## src/rtl/pc_redirect_ctrl_if.sv

```systemverilog
// Redirect-controller bus: ID/EX hazard and fetch-side inputs, PC-force and flush outputs.
// master = pipeline side driving ID/resolve/I-cache status, slave = pc_redirect_ctrl.
interface pc_redirect_ctrl_if #(
    parameter int unsigned WORD_SIZE = 16
);
    logic                 id_valid;
    logic [WORD_SIZE-1:0] id_pc;
    logic                 real_pc_valid;
    logic [WORD_SIZE-1:0] real_pc;
    logic                 icache_busy;

    logic                 force_pc;
    logic [WORD_SIZE-1:0] force_pc_data;
    logic                 flush_if;
    logic                 flush_id;
    logic                 redirect_pending;
    logic                 drain_error;
    logic [15:0]          redirect_count;
    logic [15:0]          drain_cycles;

    modport master (
        output id_valid, id_pc, real_pc_valid, real_pc, icache_busy,
        input  force_pc, force_pc_data, flush_if, flush_id, redirect_pending,
               drain_error, redirect_count, drain_cycles
    );

    modport slave (
        input  id_valid, id_pc, real_pc_valid, real_pc, icache_busy,
        output force_pc, force_pc_data, flush_if, flush_id, redirect_pending,
               drain_error, redirect_count, drain_cycles
    );
endinterface

```

## src/rtl/pc_redirect_ctrl.sv

```systemverilog
// Control-hazard recovery sequencer: defers the PC redirect until the I-cache is idle.
// Optional statistics counters are built when REDIRECT_STATS_EN is defined.
module pc_redirect_ctrl #(
    parameter int unsigned WORD_SIZE     = 16,
    parameter int unsigned DRAIN_TIMEOUT = 15
) (
    input logic               clk,
    input logic               reset,
    pc_redirect_ctrl_if.slave bus
);

    localparam int unsigned CNT_W = 8;
    localparam logic [CNT_W-1:0] TIMEOUT = CNT_W'(DRAIN_TIMEOUT);

    typedef enum logic [1:0] {
        S_IDLE  = 2'd0,
        S_DRAIN = 2'd1,
        S_ISSUE = 2'd2
    } state_t;

    state_t               r_state;
    logic [WORD_SIZE-1:0] r_tgt;
    logic [CNT_W-1:0]     r_drain_cnt;
    logic                 r_force_pc;
    logic                 r_flush;
    logic                 r_pending;
    logic                 r_drain_error;

    logic                 w_mispredict;
    logic                 w_timeout;

    assign w_mispredict = (r_state == S_IDLE) && bus.id_valid && bus.real_pc_valid &&
                          (bus.id_pc != bus.real_pc);
    // Counter holds completed DRAIN cycles; this cycle would be number cnt+1.
    assign w_timeout    = (r_drain_cnt + CNT_W'(1)) >= TIMEOUT;

    // Outputs are registered from the next state, so they track r_state exactly.
    always_ff @(posedge clk or posedge reset) begin
        if (reset) begin
            r_state       <= S_IDLE;
            r_tgt         <= '0;
            r_drain_cnt   <= '0;
            r_force_pc    <= 1'b0;
            r_flush       <= 1'b0;
            r_pending     <= 1'b0;
            r_drain_error <= 1'b0;
        end else begin
            r_force_pc <= 1'b0;
            r_flush    <= 1'b0;
            r_pending  <= 1'b0;
            case (r_state)
                S_IDLE: begin
                    if (w_mispredict) begin
                        r_tgt       <= bus.real_pc;
                        r_drain_cnt <= '0;
                        r_flush     <= 1'b1;
                        r_pending   <= 1'b1;
                        if (bus.icache_busy) begin
                            r_state <= S_DRAIN;
                        end else begin
                            r_state    <= S_ISSUE;
                            r_force_pc <= 1'b1;
                        end
                    end
                end
                S_DRAIN: begin
                    r_drain_cnt <= r_drain_cnt + CNT_W'(1);
                    r_flush     <= 1'b1;
                    r_pending   <= 1'b1;
                    if (!bus.icache_busy || w_timeout) begin
                        r_state    <= S_ISSUE;
                        r_force_pc <= 1'b1;
                        if (bus.icache_busy) begin
                            r_drain_error <= 1'b1;
                        end
                    end
                end
                S_ISSUE: begin
                    r_state <= S_IDLE;
                end
                default: begin
                    r_state <= S_IDLE;
                end
            endcase
        end
    end

    assign bus.force_pc         = r_force_pc;
    assign bus.force_pc_data    = r_tgt;
    assign bus.flush_if         = r_flush;
    assign bus.flush_id         = r_flush;
    assign bus.redirect_pending = r_pending;
    assign bus.drain_error      = r_drain_error;

`ifdef REDIRECT_STATS_EN
    logic [15:0] r_redirect_count;
    logic [15:0] r_drain_cycles;

    // Saturating statistics, advanced at the end of each ISSUE / DRAIN cycle.
    always_ff @(posedge clk or posedge reset) begin
        if (reset) begin
            r_redirect_count <= '0;
            r_drain_cycles   <= '0;
        end else begin
            if ((r_state == S_ISSUE) && (r_redirect_count != 16'hFFFF)) begin
                r_redirect_count <= r_redirect_count + 16'd1;
            end
            if ((r_state == S_DRAIN) && (r_drain_cycles != 16'hFFFF)) begin
                r_drain_cycles <= r_drain_cycles + 16'd1;
            end
        end
    end

    assign bus.redirect_count = r_redirect_count;
    assign bus.drain_cycles   = r_drain_cycles;
`else
    assign bus.redirect_count = 16'd0;
    assign bus.drain_cycles   = 16'd0;
`endif

endmodule

```

## src/flat_wrapper.sv

```systemverilog
// flat-port wrapper written by rule: the top's interface ports become plain ports
module pc_redirect_ctrl_flat 
#(
    parameter int unsigned WORD_SIZE     = 16,
    parameter int unsigned DRAIN_TIMEOUT = 15
)
  (clk, reset, bus_id_valid, bus_id_pc, bus_real_pc_valid, bus_real_pc, bus_icache_busy, bus_force_pc, bus_force_pc_data, bus_flush_if, bus_flush_id, bus_redirect_pending, bus_drain_error, bus_redirect_count, bus_drain_cycles);
  pc_redirect_ctrl_if #(.WORD_SIZE(WORD_SIZE)) bus_i ();
  input logic clk;
  input logic reset;
  input wire logic [$bits(bus_i.id_valid)-1:0] bus_id_valid;
  input wire logic [$bits(bus_i.id_pc)-1:0] bus_id_pc;
  input wire logic [$bits(bus_i.real_pc_valid)-1:0] bus_real_pc_valid;
  input wire logic [$bits(bus_i.real_pc)-1:0] bus_real_pc;
  input wire logic [$bits(bus_i.icache_busy)-1:0] bus_icache_busy;
  output wire logic [$bits(bus_i.force_pc)-1:0] bus_force_pc;
  output wire logic [$bits(bus_i.force_pc_data)-1:0] bus_force_pc_data;
  output wire logic [$bits(bus_i.flush_if)-1:0] bus_flush_if;
  output wire logic [$bits(bus_i.flush_id)-1:0] bus_flush_id;
  output wire logic [$bits(bus_i.redirect_pending)-1:0] bus_redirect_pending;
  output wire logic [$bits(bus_i.drain_error)-1:0] bus_drain_error;
  output wire logic [$bits(bus_i.redirect_count)-1:0] bus_redirect_count;
  output wire logic [$bits(bus_i.drain_cycles)-1:0] bus_drain_cycles;
  assign bus_i.id_valid = bus_id_valid;
  assign bus_i.id_pc = bus_id_pc;
  assign bus_i.real_pc_valid = bus_real_pc_valid;
  assign bus_i.real_pc = bus_real_pc;
  assign bus_i.icache_busy = bus_icache_busy;
  assign bus_force_pc = bus_i.force_pc;
  assign bus_force_pc_data = bus_i.force_pc_data;
  assign bus_flush_if = bus_i.flush_if;
  assign bus_flush_id = bus_i.flush_id;
  assign bus_redirect_pending = bus_i.redirect_pending;
  assign bus_drain_error = bus_i.drain_error;
  assign bus_redirect_count = bus_i.redirect_count;
  assign bus_drain_cycles = bus_i.drain_cycles;
  pc_redirect_ctrl #(.WORD_SIZE(WORD_SIZE), .DRAIN_TIMEOUT(DRAIN_TIMEOUT)) u_core (.clk(clk), .reset(reset), .bus(bus_i));
endmodule
```

## config.mk

```make
export PLATFORM = sky130hd
export DESIGN_NAME = pc_redirect_ctrl_flat
export DESIGN_NICKNAME = d
export VERILOG_FILES = /design/src/rtl/pc_redirect_ctrl_if.sv /design/src/rtl/pc_redirect_ctrl.sv /design/src/flat_wrapper.sv
export SDC_FILE = /design/constraint.sdc
export NUM_CORES = 1
export LEC_CHECK = 0
export BUFFER_PORTS_ARGS = -buffer_cell sky130_fd_sc_hd__buf_2
export CAP_MARGIN = 10
export CORE_MARGIN = 5
export CORE_UTILIZATION = 30
export CTS_BUF_LIST = sky130_fd_sc_hd__clkbuf_4 sky130_fd_sc_hd__clkbuf_8
export CTS_CLUSTER_SIZE = 16
export DETAILED_ROUTE_END_ITERATION = 8
export PLACE_DENSITY_LB_ADDON = 0.08
export SLEW_MARGIN = 20
export SYNTH_ARGS = -nofsm -noshare
export SYNTH_HDL_FRONTEND = slang
export SYNTH_SLANG_ARGS = --single-unit
```

## constraint.sdc

```tcl
create_clock -name clk -period 2.82 [get_ports clk]
set_clock_uncertainty 0.05 [all_clocks]
set_input_delay 0.564 -clock clk [delete_from_list [all_inputs] [get_ports clk]]
set_output_delay 0.564 -clock clk [all_outputs]
set_load 0.03 [all_outputs]
```

======== Word-level counts from Yosys, hierarchy flattened ========
Index checks and enable logic that the tools add are counted.
word-level totals
  register bits ........................... 29
  logic and storage cells ................. 35
operators by class
  add/sub/neg operators ................... 1
  $lt $le $gt $ge ......................... 1
  eq/ne operators ......................... 4
  mux-type cells .......................... 12
  reduce and logical (&&, ||, !) cells .... 11
operator list
  kind                                                  number
  != test 16 bit                                        1
  one-hot mux 8 bit (2 select lines)                    1
  adder 8 x 1 -> 8 bit (second input constant)          1
  >= comparator 8 x 4 -> 1 bit (second input constant)  1
  two-way mux 8 bit                                     1
  two-way mux 2 bit                                     3
  AND reduction 2 bit                                   3
  two-way mux 1 bit                                     4
  != test 2 x 1 -> 1 bit (second input constant)        2
  one-hot mux 1 bit (2 select lines)                    2
  one-hot mux 2 bit (2 select lines)                    1
  logical AND 1 bit                                     3
  AND reduction 3 bit                                   1
  equality test 2 x 1 -> 1 bit (second input constant)  1
  logical NOT 2 bit                                     1
  nonzero test 2 bit                                    1
  logical NOT 1 bit                                     1
  logical OR 1 bit                                      1

======== Longest topological paths before layout ========
Gate-level depths: netlist of run 1.
  word-level depth ........................ 6
  gate-level depth with buffers ........... 6
  gate-level depth less buffers ........... 6

======== Worst setup path after synthesis of run 1 ========
No wires, ideal clock.
  kind .................................... input port to flip-flop
  start point ............................. in bus_real_pc[2]
  end point ............................... reg u_core.r_tgt[0] (netlist: u_core.bus.force_pc_data[0])
  setup time .............................. 125 ps
  arrival time ............................ 1766 ps
  setup slack ............................. 879 ps
  stages on the path ...................... 6
  cell sequence ........................... xor2_1 -> nor4_1 -> nand4_1 -> nand4_4 -> buf_12 -> mux2_4
between the ends
  cells in the longest elaborated chain, start to end .. 3
ends and longest elaborated chain
  item                           RTL line                source
  start, declared                flat_wrapper.sv:14      input wire logic [$bits(bus_i.real_pc)-1:0] bus_real_pc;
  != test 16 bit                 pc_redirect_ctrl.sv:33  (bus.id_pc != bus.real_pc);
  logical AND 1 bit              pc_redirect_ctrl.sv:32  assign w_mispredict = (r_state == S_IDLE) && bus.id_valid && bus.real_pc_valid &&
  AND reduction 2 bit (no line)  n/a
  end signal, assigned           pc_redirect_ctrl.sv:54  r_tgt <= bus.real_pc;
  end, declared                  pc_redirect_ctrl.sv:22  logic [WORD_SIZE-1:0] r_tgt;
No other way between the ends.
A chain may end at the register's enable or synchronous reset.

======== Worst setup path after layout of run 1 ========
  start point ............................. in bus_real_pc[2]
  end point ............................... reg u_core.r_tgt[3] (netlist: u_core.bus.force_pc_data[3])
Same word-level chain as after synthesis.

==> metrics.sh, run 1 <==
SYNTH.DISTINCT_CELLS=33
CTS-RESIZED-GATES=0
CHIP_WIDTH_UM=87.1
MIN_PERIOD_OVER_PERIOD_PCT=75.6
ROUTED_WIRE_LENGTH_PER_INSTANCE_UM=12.4
TIMING_WORST_SLEW_PIN_VALUE_NS=0.604
DOMINANT_COMBINATIONAL_CELL_FAMILY_BY_AREA_AFTER_SYNTHESIS='buffers and inverters'
GRT-OVFL-TOTAL=0
P_TOTAL_mW=1.38
AREA.GROWTH.SYNTH_TO_FINAL_PCT=16.5
SLEW_VIOL_FINAL=0
MULTI_INPUT_COMB_AREA_UM2=861
GLOBAL_ROUTE_WIRE_LENGTH_BEFORE_REPAIR_MM=5.94
POSTCTSSETUPREPAIRBUFS=0
CRIT_PATH_END_KIND='flip-flop'
SYNTH-XOR-AREA-SHARE_PCT=9.82
FINAL_GP_CONGESTION=0.730
SYNTH-ADDER-AREA-SHARE_PCT=1.40
RRSETUPSLACK_NS=0.99
CLOCK_TREE.BUFFER_DEPTH=2
MAX_CAP_VIOL_COUNT=0
SYNTH.YOSYS.SEQ_AREA_SHARE_PCT=40.7
RELSLEWSLACK_PCT=59.8
WORST-ENDPOINT-REQUIRED_NS=2.92
TOTALNEGATIVESETUPSLACK_NS=0
STD_CELL_ROWS=28
DRIVE_GT1_SHARE_PCT=41.6
STATUS='finished, final reports clean'
NUMBER_OF_PORT_BUFFERS=57
AREA_OF_THE_CORE_UM2=5850
YS_DOMINANT_REG_CELL='dfrtp_1'
AVGVIACOUNTPERCELL=4.09
DETAIL_ROUTE.ITER0.VIOLATIONS=28
RSZ0062_AT_GRT='false'
NETLIST_INSTANCES=163
HPWL_MM=2.80
DIE_AREA_UM2=7590
WORSTPATHARRIVAL_NS=2.24
CRITICALPATHCATEGORY='in -> reg'
NETLIST_TOP_CELLS_COUNT='35 x buf_4, 29 x dfrtp_1, 17 x xor2_1'
DIE_H_UM=87.1
SYNTH.CELL_AREA_UM2=1780
REGISTER_AREA_UM2=726
SYN_AREA_PER_CELL_UM2=10.9
CLOCKROOTBUFFER='clkbuf_8'
FIRST_GLOBAL_VIAS=1255
CLK_PIN_SLEW_NS=0.06
TRITONCTS_NUM_SINKS=29
AREA_CONTRIBUTORS_POST_SYNTH='dfrtp_1 41%, buf_4 15%, xor2_1 8.3%, mux2_4 6.7%, mux2_2 5.0%'
LEAKAGE_nW=1.07
DRTPASS1ITERATIONS=4
WORST_R2R_STARTPOINT='u_core.r_drain_cnt[0]$_DFFE_PP0P_'
SYNTH_AREA_LEADER_CELL='dfrtp_1'
FMAXACHIEVABLE_MHz=469
SYNTH-SIMPLE-AREA-SHARE_PCT=11.4
INITIAL_CORE_UTILIZATION_PCT=30.5
PWR_DENSITY_nW_PER_UM2=663
ROUTE.FINAL.WIRE_LENGTH_MM=3.64
ROUTE.VIAS.TOTAL=1202
SHARE_OF_FLIP_FLOPS_WITH_AN_ASYNCHRONOUS_SET_OR_RESET_AFTER_SYNTHESIS_PCT=100
NUM_ANTENNA_CELLS=0
TIMING.RR.END='u_core.bus.drain_error$_DFFE_PP0P_'
FINAL_NET_COUNT=258
GRTUSAGETOTAL_PCT=10.1
N_FILL_CELL=620
SYNTH.MOST_COMMON_CELL='buf_4'
CTS_HTREE_LEVELS=2
IO_PINS=90
CTSHOLDBUFFERS=0
YOSYS_WARNINGS=0
DRC_ERRORS=0
WORSTREGTOREGCELLS=6
TIMING.FINAL.SETUP_VIOLATIONS=0
HOLD_PATH_CLASS='in -> async'
ANT_NETS=0
POST-SYNTH-TOP-AREA-FRACTION_PCT=40.7
SYNTH_COMPOUND_GATE_AREA_SHARE_PCT=7.08
SYNTH_SEQ_CELLS=29
WORST_SKEW_PAIR.LATE_LATENCY_NS=0.27
GRT_START_MAX_NET_PINS=30
MULTIPLEXER_FRACTION_OF_THE_SYNTHESIZED_CELL_AREA_PCT=11.8
NUMBER_OF_ANTENNA_VIOLATIONS_AT_THE_FIRST_CHECK_IN_GLOBAL_ROUTING=0
WORST_SETUP_PATH_START_KIND='input pin'
HOLD-WORST-SLACK_NS=0.309
PERIOD_MINUS_SLACK_NS=2.13
MAX-VDD-IR-DROP_mV=0.280
WORSTPATHMAXFANOUT=28
CLOCK_TREE_FROM_TRITONCTS='done'
SYNTH_EDF_COUNT=0
CTS_BUFS_INSERTED=5
FINAL_HOLD_VIOL_COUNT=0
metrics by stage:
stage / setup WS [ns] / std cells / util (%) / cell area, um^2
after floorplan: 0.879 / 194 / - / 1900
after CTS: 0.599 / 294 / 35.5 / 2080
after detailed placement: 0.294 / 287 / 34.0 / 1990
after global routing: 0.607 / 294 / 35.5 / 2080
after global placement: 0.316 / 287 / 34.0 / 1990
final: 0.687 / 294 / 35.5 / 2080
placed cells by master, fill, tap and decap left out, types with 2 or more instances in the layout:
cell	netlist	final
nor2_1	6	6
inv_1	4	4
nor4_1	4	4
o22ai_1	2	2
o2bb2ai_1	2	2
or3_1	3	3
mux2_4	8	8
a31o_2	8	8
dfrtp_1	29	29
conb_1	1	32
mux2_2	8	8
buf_2	1	57
xor2_1	17	17
ha_1	2	2
nand3_1	5	5
nand2_1	8	8
clkbuf_8	0	6
xnor2_1	3	3
layer usage:
layer	GRT usage, %	vias to the layer above	routed length, um
met5	0	-	0
met4	3.35	0	48
met3	5.39	5	467
met2	14.4	63	1490
met1	12.9	531	1630
li1	-	603	-
layout make-up:
type / count / share of cell area (%)
tap: 75 / 4.52
inverter: 4 / 0.722
sequential: 29 / 34.9
multi-input combinational: 121 / 41.4
timing repair buffer: 58 / 14.1
clock buffer: 7 / 4.33
worst max-delay path by stage:
stage	start	to	slack [ns]
final	bus_real_pc[2]	u_core.bus.force_pc_data[3]$_DFFE_PP0P_	0.69
after global routing	bus_real_pc[2]	u_core.bus.force_pc_data[3]$_DFFE_PP0P_	0.61
after CTS	bus_real_pc[2]	u_core.bus.force_pc_data[3]$_DFFE_PP0P_	0.60
after detailed placement	bus_real_pc[2]	u_core.bus.force_pc_data[3]$_DFFE_PP0P_	0.29
after global placement	bus_real_pc[2]	u_core.bus.force_pc_data[8]$_DFFE_PP0P_	0.32
after floorplan	bus_real_pc[2]	u_core.bus.force_pc_data[0]$_DFFE_PP0P_	0.88
cell families after synthesis:
kind of cell,count (synthesis)
buffers and inverters,44
and+or+nand+nor,35
DFF,29
xor gates and xnor gates,20
AOI/OAI and AO/OA,16
muxes,16
adders and majority gates,2
other,1
sequential cells by signal, summed over array words and instances (netlist names):
name,flops
u_core.bus.flush_id,1
u_core.bus.drain_error,1
u_core.r_drain_cnt,8
u_core.bus.force_pc_data,16
u_core.r_state,2
u_core.bus.force_pc,1
critical path, cell delays in order:
cell	delay [ns]
buf_2	0.11
xor2_1	0.16
nor4_1	0.38
nand4_1	0.22
nand4_4	0.41
mux2_2	0.39
where the power goes:
| group | internal, mW | switching [mW] |
|---|---|---|
| Sequential | 0.495 | 0.0520 |
| Clock | 0.203 | 0.148 |
| Combinational | 0.168 | 0.313 |
| Total | 0.866 | 0.513 |
No activity file was read; power rests on OpenSTA's default activity.
==> run 2: changes to the inputs <==
==> constraint.sdc (replaced) <==
create_clock -name clk -period 2.02 [get_ports clk]
set_clock_uncertainty 0.05 [all_clocks]
set_input_delay 0.404 -clock clk [delete_from_list [all_inputs] [get_ports clk]]
set_output_delay 0.404 -clock clk [all_outputs]
set_load 0.03 [all_outputs]
==> metrics.sh, run 2 (same netlist as run 1, synthesis figures left out) <==
FINAL-INSTANCE-COUNT-EXCL-FILL=307  # was 294
ROUTED_WIRE_LENGTH_PER_INSTANCE_UM=12.4  # about the same
CLOCK_TREE.BUFFER_DEPTH=2  # unchanged
NUMBER_OF_PORT_BUFFERS=57  # unchanged
STD_CELL_ROWS=28  # unchanged
WORSTPATHMAXFANOUT=5  # was 28
GRTUSAGETOTAL_PCT=10.5  # was 10.1%
CRIT_SLOWEST_CELL='dfrtp_1'  # was nand4_4
GRT_START_MAX_NET_PINS=30  # unchanged
CRITICAL-PATH-MAX-STAGE-DELAY_NS=0.42  # was 0.41 ns
CRIT_PATH_CELL_TRACE='ha_1 > and3_1 > nand3_1 > xor2_1 > nand4_2 > a31o_2'  # was buf_2 > xor2_1 > nor4_1 > nand4_1 > nand4_4 > mux2_2
CLOCK_TREE_FROM_TRITONCTS='done'  # unchanged
FIRST_GLOBAL_VIAS=1304  # was 1,255
CTS_BUFS_INSERTED=5  # unchanged
P_SW_mW=0.748  # was 0.513 mW
DRTPASS1ITERATIONS=3  # was 4
PWR-SHARE-COMB_PCT=34.8  # was 34.9%
AVGVIACOUNTPERCELL=4.08  # was 4.09
ROUTE.FINAL.WIRE_LENGTH_MM=3.81  # was 3.64 mm
POWER.SHARE.SWITCHING_PCT=37.4  # was 37.2%
AREA.GROWTH.SYNTH_TO_FINAL_PCT=22.9  # was 16.5%
GLOBAL_ROUTE_WIRE_LENGTH_BEFORE_REPAIR_MM=6.16  # was 5.94 mm
N_FILL_CELL=624  # was 620
P_INT_mW=1.25  # was 0.866 mW
DETAIL_ROUTE.ITER0.VIOLATIONS=36  # was 28
DRIVE_GT1_SHARE_PCT=44.8  # was 41.6%
STATUS='finished, final reports clean'  # unchanged
FLIP_FLOP_COUNT_OF_THE_LARGEST_REGISTER_AFTER_LAYOUT=16  # unchanged
NUMPLACEDINSTANCES=299  # was 287
CTS-RESIZED-GATES=0  # unchanged
CLOCKROOTBUFFER='clkbuf_8'  # unchanged
P_TOTAL_mW=2.00  # was 1.38 mW
GRT-OVFL-TOTAL=0  # unchanged
POWER.SEQUENTIAL.FRACTION_PCT=38.3  # was 39.7%
CRITICAL_PATH.N_BUFFERS_INVERTERS=0  # was 1
DIE_H_UM=87.1  # unchanged
TRITONCTS_NUM_SINKS=29  # unchanged
CTSHOLDBUFFERS=0  # unchanged
WORST-ENDPOINT-REQUIRED_NS=2.15  # was 2.92 ns
MIN_PERIOD_OVER_PERIOD_PCT=91.5
NUM_ANTENNA_CELLS=0  # unchanged
HOLD_PATH_CLASS='in -> async'  # unchanged
WORST_SKEW_PAIR.LATE_LATENCY_NS=0.28  # was 0.27 ns
FINAL_GP_CONGESTION=0.730  # about the same
REGISTER_AREA_UM2=726  # unchanged
HPWL_MM=2.96  # was 2.80 mm
LEAKAGE_nW=1.13  # was 1.07 nW
CRITICALPATHCATEGORY='reg -> reg'  # was in -> reg
AREA_OF_THE_CORE_UM2=5850  # unchanged
MULTI_INPUT_COMB_AREA_UM2=861  # unchanged
MAX-VDD-IR-DROP_mV=0.324  # was 0.280 mV
HOLD-WORST-SLACK_NS=0.132  # was 0.309 ns
CHIP_WIDTH_UM=87.1  # unchanged
DIE_AREA_UM2=7590  # unchanged
PWR_DENSITY_nW_PER_UM2=913  # was 663 nW/um^2
CRIT_PATH_END_KIND='flip-flop'  # unchanged
TIMING.FINAL.SETUP_VIOLATIONS=0  # unchanged
CLOCKPOWERSHARE_PCT=26.9  # was 25.5%
IO_PINS=90  # unchanged
DRC_ERRORS=0  # unchanged
FMAXACHIEVABLE_MHz=541
SLEW_VIOL_FINAL=0  # unchanged
RSZ0062_AT_GRT='false'  # unchanged
CRITPATHTOPFAMILY='simple AND/OR/NAND/NOR gates'  # unchanged
WORST_SETUP_PATH_START_KIND='flip-flop'  # was input pin
TOTALNEGATIVESETUPSLACK_NS=0  # unchanged
PERIOD_MINUS_SLACK_NS=1.85
FINAL_HOLD_VIOL_COUNT=0  # unchanged
FINAL_CELL_MIX='57 x buf_2, 32 x conb_1, 29 x dfrtp_1'  # unchanged
POSTCTSSETUPREPAIRBUFS=0  # unchanged
NUMBER_OF_ANTENNA_VIOLATIONS_AT_THE_FIRST_CHECK_IN_GLOBAL_ROUTING=0  # unchanged
WORSTPATHARRIVAL_NS=1.98  # was 2.24 ns
MOSTFREQUENTLAYOUTCELL='buf_2'  # unchanged
CTS_HTREE_LEVELS=2  # unchanged
ROUTE.VIAS.TOTAL=1253  # was 1,202
CLK_PIN_SLEW_NS=0.07  # was 0.06 ns
INITIAL_CORE_UTILIZATION_PCT=30.5  # unchanged
MAX_CAP_VIOL_COUNT=0  # unchanged
ANT_NETS=0  # unchanged
FINAL_NET_COUNT=270  # was 258
## run 2: cell types whose count changed in the layout (fill, tap and decap cells not counted)
cell,change
clkinv_2,+1
clkbuf_4,-1
buf_12,+1
buf_4,+11
clkbuf_8,+1
## run 2: per-layer routing
metal	global-route usage [%]	share of wire (%)
met2	14.8	41
met5	0	0
met1	13.5	44
met3	5.87	13
met4	3.35	1.4
## run 2: power groups by stage
stage / Combinational [mW] / Clock [mW] / Sequential [mW]
after detailed placement: 0.707 / 0 / 0.770
after CTS: 0.705 / 0.561 / 0.766
after global routing: 0.756 / 0.588 / 0.786
final: 0.696 / 0.538 / 0.767
after global placement: 0.700 / 0 / 0.776
after floorplan: 0.371 / 0 / 0.945
## run 2: worst min-delay path, stage by stage
cell and delay, ns:
buf_2 0.09, inv_1 0.04, buf_4 0.34
## run 2: path summary, 6_finish.rpt
| kind | start | end | slack (ns) | depth (start not counted) |
|---|---|---|---|---|
| worst max-delay path | u_core.r_drain_cnt[0]$_DFFE_PP0P_ | u_core.bus.drain_error$_DFFE_PP0P_ | 0.17 | 6 |
| worst min-delay path | reset | u_core.bus.force_pc_data[4]$_DFFE_PP0P_ | 0.13 | 3 |
| worst max register to register | u_core.r_drain_cnt[0]$_DFFE_PP0P_ | u_core.bus.drain_error$_DFFE_PP0P_ | 0.17 | 6 |
| worst min register to register | u_core.bus.drain_error$_DFFE_PP0P_ | u_core.bus.drain_error$_DFFE_PP0P_ | 0.41 | 1 |
| max in group asynchronous | reset | u_core.r_drain_cnt[5]$_DFFE_PP0P_ | 1.51 | 3 |
| min in group clk | bus_icache_busy | u_core.bus.force_pc$_DFF_PP0_ | 0.31 | 2 |
## run 2: stage by stage
step	utilization [%]	setup slack [ns]	instance area [um^2]
after floorplan	-	0.239	1900
after global placement	35.7	-0.0654	2090
after detailed placement	35.7	-0.0737	2090
after CTS	37.5	0.158	2190
after global routing	37.5	0.00268	2190
final	37.5	0.172	2190
## run 2: area by class of cell
class,count,share of cell area [%]
clock buffers,7,4.39
clock inverters,1,0.228
inverters,4,0.685
multi-input cells,121,39.3
flip-flops and latches,29,33.1
well taps,75,4.28
repair buffers,70,18.0
